**src/rtl/mem_pkg.sv**
```systemverilog
// Shared types and defaults for the memory/address unit and its fetch sequencer.
package mem_pkg;

  typedef enum logic [1:0] {
    ST_IDLE,
    ST_FETCH,
    ST_DONE
  } fetchState_e;

  localparam logic [7:0] DEFAULT_STACK_PAGE = 8'hFF;
  localparam logic [7:0] DEFAULT_IO_PAGE    = 8'hFE;

  // Bit positions inside the sticky stack fault vector
  localparam int FAULT_OVERFLOW  = 0;
  localparam int FAULT_UNDERFLOW = 1;

endpackage

```
**src/rtl/instr_fetch_seq.sv**
```systemverilog
// Multi-byte instruction fetch sequencer: reads one ROM byte per cycle at PC
// and asks the owner of PC to advance it after every byte.
module instr_fetch_seq
  import mem_pkg::*;
#(
  parameter int INSTR_BYTES = 3
) (
  input  logic                           i_clk,
  input  logic                           i_reset,
  input  logic                           i_start,
  input  logic [7:0]                     i_romByte,
  output logic                           o_busy,
  output logic                           o_done,
  output logic                           o_pcInc,
  output logic [7:0]                     o_instrCode,
  output logic [(INSTR_BYTES-1)*8-1:0]   o_instrImm
);

  localparam int CNT_W = (INSTR_BYTES > 1) ? $clog2(INSTR_BYTES) : 1;
  localparam logic [CNT_W-1:0] LAST_BYTE = CNT_W'(INSTR_BYTES - 1);

  fetchState_e      stateReg, stateNext;
  logic [CNT_W-1:0] byteCntReg, byteCntNext;
  logic [7:0]       codeReg;

  always_ff @(posedge i_clk) begin
    if (i_reset) begin
      stateReg   <= ST_IDLE;
      byteCntReg <= '0;
    end else begin
      stateReg   <= stateNext;
      byteCntReg <= byteCntNext;
    end
  end

  always_comb begin
    stateNext   = stateReg;
    byteCntNext = byteCntReg;
    o_busy      = 1'b0;
    o_done      = 1'b0;
    o_pcInc     = 1'b0;
    case (stateReg)
      ST_IDLE: begin
        if (i_start) begin
          stateNext   = ST_FETCH;
          byteCntNext = '0;
        end
      end
      ST_FETCH: begin
        o_busy  = 1'b1;
        o_pcInc = 1'b1;
        if (byteCntReg == LAST_BYTE) stateNext = ST_DONE;
        else byteCntNext = byteCntReg + 1'b1;
      end
      ST_DONE: begin
        o_busy    = 1'b1;
        o_done    = 1'b1;
        stateNext = ST_IDLE;
      end
      default: stateNext = ST_IDLE;
    endcase
  end

  always_ff @(posedge i_clk) begin
    if (i_reset) codeReg <= '0;
    else if (stateReg == ST_FETCH && byteCntReg == '0) codeReg <= i_romByte;
  end

  assign o_instrCode = codeReg;

  // Immediate byte gi arrives at count gi+1; byte 1 lands in the LSB
  genvar gi;
  generate
    for (gi = 0; gi < INSTR_BYTES - 1; gi++) begin : gImm
      logic [7:0] byteReg;
      always_ff @(posedge i_clk) begin
        if (i_reset) byteReg <= '0;
        else if (stateReg == ST_FETCH && byteCntReg == CNT_W'(gi + 1)) byteReg <= i_romByte;
      end
      assign o_instrImm[gi*8 +: 8] = byteReg;
    end
  endgenerate

endmodule

```
**src/rtl/mem_address_unit.sv**
```systemverilog
// CPU memory/address unit: PC, SP, address registers, RAM/IO/stack decode,
// bus drive, breakpoints and the instruction-fetch sequencer.
module mem_address_unit
  import mem_pkg::*;
#(
  parameter int         DATA_W      = 8,
  parameter int         PC_W        = 16,
  parameter int         SP_W        = 8,
  parameter int         NUM_MAR     = 2,
  parameter int         INSTR_BYTES = 3,
  parameter int         NUM_BP      = 2,
  parameter logic [7:0] STACK_PAGE  = DEFAULT_STACK_PAGE,
  parameter logic [7:0] IO_PAGE     = DEFAULT_IO_PAGE,
  parameter int         MAR_SEL_W   = (NUM_MAR > 1) ? $clog2(NUM_MAR) : 1
) (
  input  logic                          i_clk,
  input  logic                          i_reset,
  input  logic [DATA_W-1:0]             i_bus,
  output logic [DATA_W-1:0]             o_bus,
  output logic                          o_busEn,
  input  logic                          i_pcInc,
  input  logic                          i_pcLoad,
  input  logic                          i_pcFromImm,
  input  logic [DATA_W-1:0]             i_bus2,
  input  logic                          i_pcToBus,
  input  logic                          i_immToBus,
  input  logic                          i_spPush,
  input  logic                          i_spPop,
  input  logic                          i_marWe,
  input  logic [MAR_SEL_W-1:0]          i_marSel,
  input  logic                          i_marHi,
  input  logic                          i_addrFromImm,
  input  logic                          i_ramNOE,
  input  logic                          i_ramNWE,
  input  logic [DATA_W-1:0]             i_ramData,
  output logic [PC_W:0]                 o_ramAddress,
  output logic                          o_ramWE,
  output logic                          o_ramCE,
  output logic                          o_ioSelect,
  output logic [7:0]                    o_ioAddress,
  input  logic                          i_fetchStart,
  output logic                          o_fetchBusy,
  output logic                          o_fetchDone,
  output logic [PC_W-1:0]               o_romAddress,
  input  logic [DATA_W-1:0]             i_romData,
  output logic [7:0]                    o_instrCode,
  output logic [(INSTR_BYTES-1)*8-1:0]  o_instrImm,
  input  logic [NUM_BP*PC_W-1:0]        i_bpAddr,
  input  logic [NUM_BP-1:0]             i_bpEnable,
  output logic [NUM_BP-1:0]             o_bpHit,
  output logic [1:0]                    o_spFault
);

  localparam int IMM_W = (INSTR_BYTES - 1) * 8;
  localparam logic [SP_W-1:0] SP_MAX = '1;

  logic [PC_W-1:0]  pcReg;
  logic [SP_W-1:0]  spReg;
  logic [1:0]       spFaultReg;
  logic [PC_W-1:0]  marArr [NUM_MAR];
  logic             fetchPcInc;
  logic [IMM_W-1:0] instrImm;
  logic [PC_W-1:0]  immAddr, busAddr, addrSrc;
  logic [7:0]       addrPage;

  instr_fetch_seq #(
    .INSTR_BYTES(INSTR_BYTES)
  ) uFetch (
    .i_clk      (i_clk),
    .i_reset    (i_reset),
    .i_start    (i_fetchStart),
    .i_romByte  (8'(i_romData)),
    .o_busy     (o_fetchBusy),
    .o_done     (o_fetchDone),
    .o_pcInc    (fetchPcInc),
    .o_instrCode(o_instrCode),
    .o_instrImm (instrImm)
  );

  assign o_instrImm   = instrImm;
  assign immAddr      = PC_W'(instrImm);
  assign busAddr      = PC_W'({i_bus2, i_bus});
  assign o_romAddress = pcReg;

  // The sequencer owns PC while busy; external load/inc are dropped then
  always_ff @(posedge i_clk) begin
    if (i_reset) begin
      pcReg <= '0;
    end else if (fetchPcInc) begin
      pcReg <= pcReg + 1'b1;
    end else if (!o_fetchBusy) begin
      if (i_pcLoad) pcReg <= i_pcFromImm ? immAddr : busAddr;
      else if (i_pcInc) pcReg <= pcReg + 1'b1;
    end
  end

  always_ff @(posedge i_clk) begin
    if (i_reset) begin
      spReg      <= '0;
      spFaultReg <= '0;
    end else if (i_spPush && !i_spPop) begin
      spReg <= spReg + 1'b1;
      if (spReg == SP_MAX) spFaultReg[FAULT_OVERFLOW] <= 1'b1;
    end else if (i_spPop && !i_spPush) begin
      spReg <= spReg - 1'b1;
      if (spReg == '0) spFaultReg[FAULT_UNDERFLOW] <= 1'b1;
    end
  end

  assign o_spFault = spFaultReg;

  genvar gi;
  generate
    for (gi = 0; gi < NUM_MAR; gi++) begin : gMar
      logic [PC_W-1:0] marReg;
      always_ff @(posedge i_clk) begin
        if (i_reset) begin
          marReg <= '1;
        end else if (i_marWe && i_marSel == MAR_SEL_W'(gi)) begin
          if (i_marHi) marReg[PC_W-1:8] <= (PC_W-8)'(i_bus);
          else marReg[7:0] <= 8'(i_bus);
        end
      end
      assign marArr[gi] = marReg;
    end
  endgenerate

  assign addrSrc     = i_addrFromImm ? immAddr : marArr[i_marSel];
  assign addrPage    = addrSrc[PC_W-1 -: 8];
  assign o_ioAddress = addrSrc[7:0];

  // Stack page swaps the high byte for SP and sets the stack-select bit
  always_comb begin
    o_ramAddress = {1'b0, addrSrc};
    o_ioSelect   = 1'b0;
    o_ramCE      = 1'b1;
    if (addrPage == STACK_PAGE) begin
      o_ramAddress = {1'b1, 8'(spReg), addrSrc[PC_W-9:0]};
    end else if (addrPage == IO_PAGE) begin
      o_ioSelect = 1'b1;
      o_ramCE    = 1'b0;
    end
  end

  assign o_ramWE = !i_ramNWE && o_ramCE;

  always_comb begin
    o_bus   = '0;
    o_busEn = 1'b1;
    if (!i_ramNOE && o_ramCE) o_bus = i_ramData;
    else if (i_pcToBus) o_bus = DATA_W'(pcReg[7:0]);
    else if (i_immToBus) o_bus = DATA_W'(instrImm[7:0]);
    else o_busEn = 1'b0;
  end

  generate
    for (gi = 0; gi < NUM_BP; gi++) begin : gBp
      logic hitReg;
      always_ff @(posedge i_clk) begin
        if (i_reset) hitReg <= 1'b0;
        else hitReg <= i_bpEnable[gi] && (pcReg == i_bpAddr[gi*PC_W +: PC_W]);
      end
      assign o_bpHit[gi] = hitReg;
    end
  endgenerate

endmodule

```
**config.mk**
```make
export PLATFORM = sky130hd
export DESIGN_NAME = mem_address_unit
export DESIGN_NICKNAME = d
export VERILOG_FILES = /design/src/rtl/mem_pkg.sv /design/src/rtl/instr_fetch_seq.sv /design/src/rtl/mem_address_unit.sv
export SDC_FILE = /design/constraint.sdc
export NUM_CORES = 1
export LEC_CHECK = 0
export BUFFER_PORTS_ARGS = -buffer_cell sky130_fd_sc_hd__buf_2
export CAP_MARGIN = 5
export CORE_MARGIN = 3
export CORE_UTILIZATION = 29
export DETAILED_ROUTE_END_ITERATION = 8
export PLACE_DENSITY = 0.57
export SLEW_MARGIN = 10
export SYNTH_ARGS = -nofsm -noshare
export SYNTH_HDL_FRONTEND = slang
export SYNTH_SLANG_ARGS = --single-unit
```
**constraint.sdc**
```tcl
create_clock -name i_clk -period 3.45 [get_ports i_clk]
set_clock_uncertainty 0.2 [all_clocks]
set_input_delay 0.69 -clock i_clk [delete_from_list [all_inputs] [get_ports i_clk]]
set_output_delay 0.69 -clock i_clk [all_outputs]
set_load 0.02 [all_outputs]
```
==> summary.md <==
| Metric | Value |
|---|---|
| Warnings from Yosys | 0 |
| Starting Density | 29.8% |
| Reg-to-reg startpoint | uFetch.stateReg[1] |
| Final Max Slew Viols | 0 |
| PwrDens | 467 mW/mm2 |
| Die height | 143 um |
| Sw Pwr | between 1 and 1.5 mW |
| Buf/Inv on CP | 3 |
| Syn Area/Cell | 7.92 um2 |
| Highest-count cells in the layout ignoring fill and taps | buf_2, nand2_1, dfxtp_1 |
| Synth area leader | dfxtp_1 |
| I/O pin count | 165 |
| Die Wd | 143 um |
| Via count | 5,309 |
| Least-Margin Pin Slew | 870 ps |
| Period utilisation layout | 98.1% |
| H-tree levels | 3 |
| Seq pwr share | 37.2% |
| Total power | 3.23 mW |
| Clock Sinks | 88 |
| Maximum vdd drop | between 200 and 250 uV |
| Grt total ovfl | 0 |
| Top_reg_cell synth | dfxtp_1 |
| Total wire length | between 15,000 and 20,000 um |
| Worst Setup Path Type | in -> out |
| Largest cells by area after synthesis | dfxtp_1, nand2_1, mux2i_1 |
| Clock Pin Slew Worst Setup and Hold Paths | 70 ps |
| Initial DRC count | 319 |
| I/O Buffers | 164 |
| Slowest cell delay on critical path | 550 ps |
| Worst hold margin | around 260 ps |
| Max Buffers Root-to-Sink | 2 |
| Synth Cell Area | about 0.0054 mm2 |
| Number of flops mapped to enable cells by yosys | 0 |
| CP cell instances | clkbuf_4 > mux2_2 > mux2i_2 > nor4_4 > a21oi_4 > buf_12 > mux2_4 > buf_2 |
| Fill cell count | 1,880 |
| Asr flop ratio synth | 0% |
| Drt first pass iters | 5 |
| Number of setup violations in the final report | 0 |
| Hpwl dp | 13,600 um |
| Vias in the first global route | 4,951 |
| Hold Startpoint | uFetch.o_instrCode[6] |
| Final core utilization | around two fifths |
| Minimum clock period | 3380 ps |
| CP required | 2560 ps |
| Worst path arrival time | 2490 ps |
| Switching fraction of total power | between 30% and 40% |
| Number of routed nets with antenna violations | 0 |
| Cell Int Power | 2.20 mW |
| Status | finished, final reports clean |
| Static leakage | 3.05 nW |
| Final hold vios | 0 |
| Row cnt | between 40 and 50 |
| Hold Crit Class | reg -> reg |
| Root Buffer | clkbuf_16 |
| GRT Total Usage | 17.1% |
| Die area | about 0.020 mm2 |
| Largest net degree at the start of global routing | 50 |
| Nets@finish | 927 |
| DRC errors left | 0 |
| Critical Path Source | i_marSel |
| Average wire per standard cell | 17.1 um |
| Max-Cap Viols | 0 |
| Top Family by Delay on Critical Path | multiplexers |
| Count of cell types in the netlist | 57 |
| CP Capture Type | output pin |
| Clock latency on the worst-skew pair | 350 ps |
| Yosys top cell area share | between 30% and 40% |
| FMAX | 296 MHz |
| Initial antenna violation count | 0 |
| Crit path launch type | input pin |
| Placed Area | 0.00645 mm2 |
| Most common cell after layout, fill and taps aside | buf_2 |
| Layout cells sized above 1 | 29.6% |
| Combinational share of power | 27.0% |
| Mean number of vias per cell | 5.00 |
| First-pass GRT wire length | 27,300 um |
| Area delta synth->final | 27.9% |
| Slew headroom | 42.0% |
| CTS tree | done |
| Cells after Synth | ~680 |
| Syn nets | 784 |
| CTS buffer count | 9 |
| RSZ-0062 raised after global routing | true |
| Post-synthesis register bit count | 88 |
| GPL Wtd Cong | roughly 0.82 |
| Cell area after layout | 0.00693 mm2 |
| Post-synthesis sequential area ratio | 32.5% |
| Critical Path Slowest Stage Cell | nor4_4 |
| Largest fanout on the critical path | 9 |
| Clock power share | 35.8% |
| Core footprint | 0.0181 mm2 |
| Diodes inserted | 0 |
## flip-flops by register name (all words and copies together) (netlist names)
signal               count
o_romAddress            16
uFetch.o_instrCode       8
gBp.hitReg               2
uFetch.stateReg          2
uFetch.byteCntReg        2
spReg                    8
o_spFault                2
uFetch.gImm.byteReg     16
gMar.marReg             32
## worst min-delay path, cell delays in order, from the launching register on
cell and delay [ps]:
dfxtp_1 310, nand2_1 50, a21oi_1 50
## synth_stat cells, types with 4 or more instances
master,instances
or3_1,6
xor2_1,19
mux2_1,4
a21oi_1,56
nor4b_1,4
a211oi_1,4
xnor2_1,17
nor4_1,8
nor2_1,30
nand4_1,7
buf_4,10
nand3b_1,26
ha_1,17
nand2b_1,4
a211o_1,8
nor2b_1,10
nand2_1,121
nor3_1,14
nand3_1,33
buf_2,5
buf_1,8
mux2_2,7
a31oi_1,5
o21ai_0,31
dfxtp_1,88
mux2_4,8
clkbuf_1,36
mux2i_1,34
a21o_1,5
inv_1,18
## final timing paths
kind	cells past startpoint	slack [ps]	end
min reg2reg	2	260	uFetch.o_instrCode[6]
min	2	260	uFetch.o_instrCode[6]
max	8	70	o_bus[5]
max reg2reg	7	1210	o_romAddress[9]
## power by group through the flow
stage	combinational, mW	sequential [mW]	clock, mW
after floorplan	0.597	1.22	0
after global placement	0.846	1.23	0
after detailed placement	0.851	1.23	0
after CTS	0.855	1.20	1.19
after global routing	0.969	1.22	1.22
final	0.873	1.20	1.16
## logic make-up after synthesis
kind of cell	count (synthesis)	share of synthesized area, %
AND/OR/NAND/NOR	280	25.8
AO/OA/AOI/OAI	131	14.4
adder cells (fa/ha/maj)	18	4.30
flip-flops	88	32.5
multiplexers	53	10.8
XOR/XNOR	36	5.82
buffers and inverters	78	6.35
## metrics by stage
step,std cells,TNS (ps),setup WS [ps]
2_1_floorplan,684,0,333
3_3_place_gp,1042,0,49.2
3_5_place_dp,1042,0,13.8
4_1_cts,1058,0,12.0
5_1_grt,1061,-249,-39.1
6_report,1061,0,66.8
## layout make-up
type	count	area (um2)	share of cell area, %
sequential	88	1760	25.4
clock inverter	7	128	1.84
timing repair buffer	191	1060	15.2
inverter	18	67.6	0.975
tap	229	287	4.14
clock buffer	9	225	3.25
multi-input combinational	519	3400	49.1
## routing by layer
| metal | track usage (%) | wire length [um] | vias to the layer above |
|---|---|---|---|
| met1 | 24.8 | 8740 | 2447 |
| met2 | 25.4 | 7790 | 177 |
| met5 | 0 | 0 | - |
| li1 | - | - | 2665 |
| met3 | 4.15 | 1380 | 20 |
| met4 | 4.05 | 227 | 0 |
## repair_timing
item / in CTS / in global routing
endpoints found under the setup margin: 0 / 16
hold buffers: 0 / 0
endpoints found under the hold margin: 0 / 0
gates resized for setup: 0 / 20
buffers inserted: 0 / 2
Power figures use the tool's default switching activity.
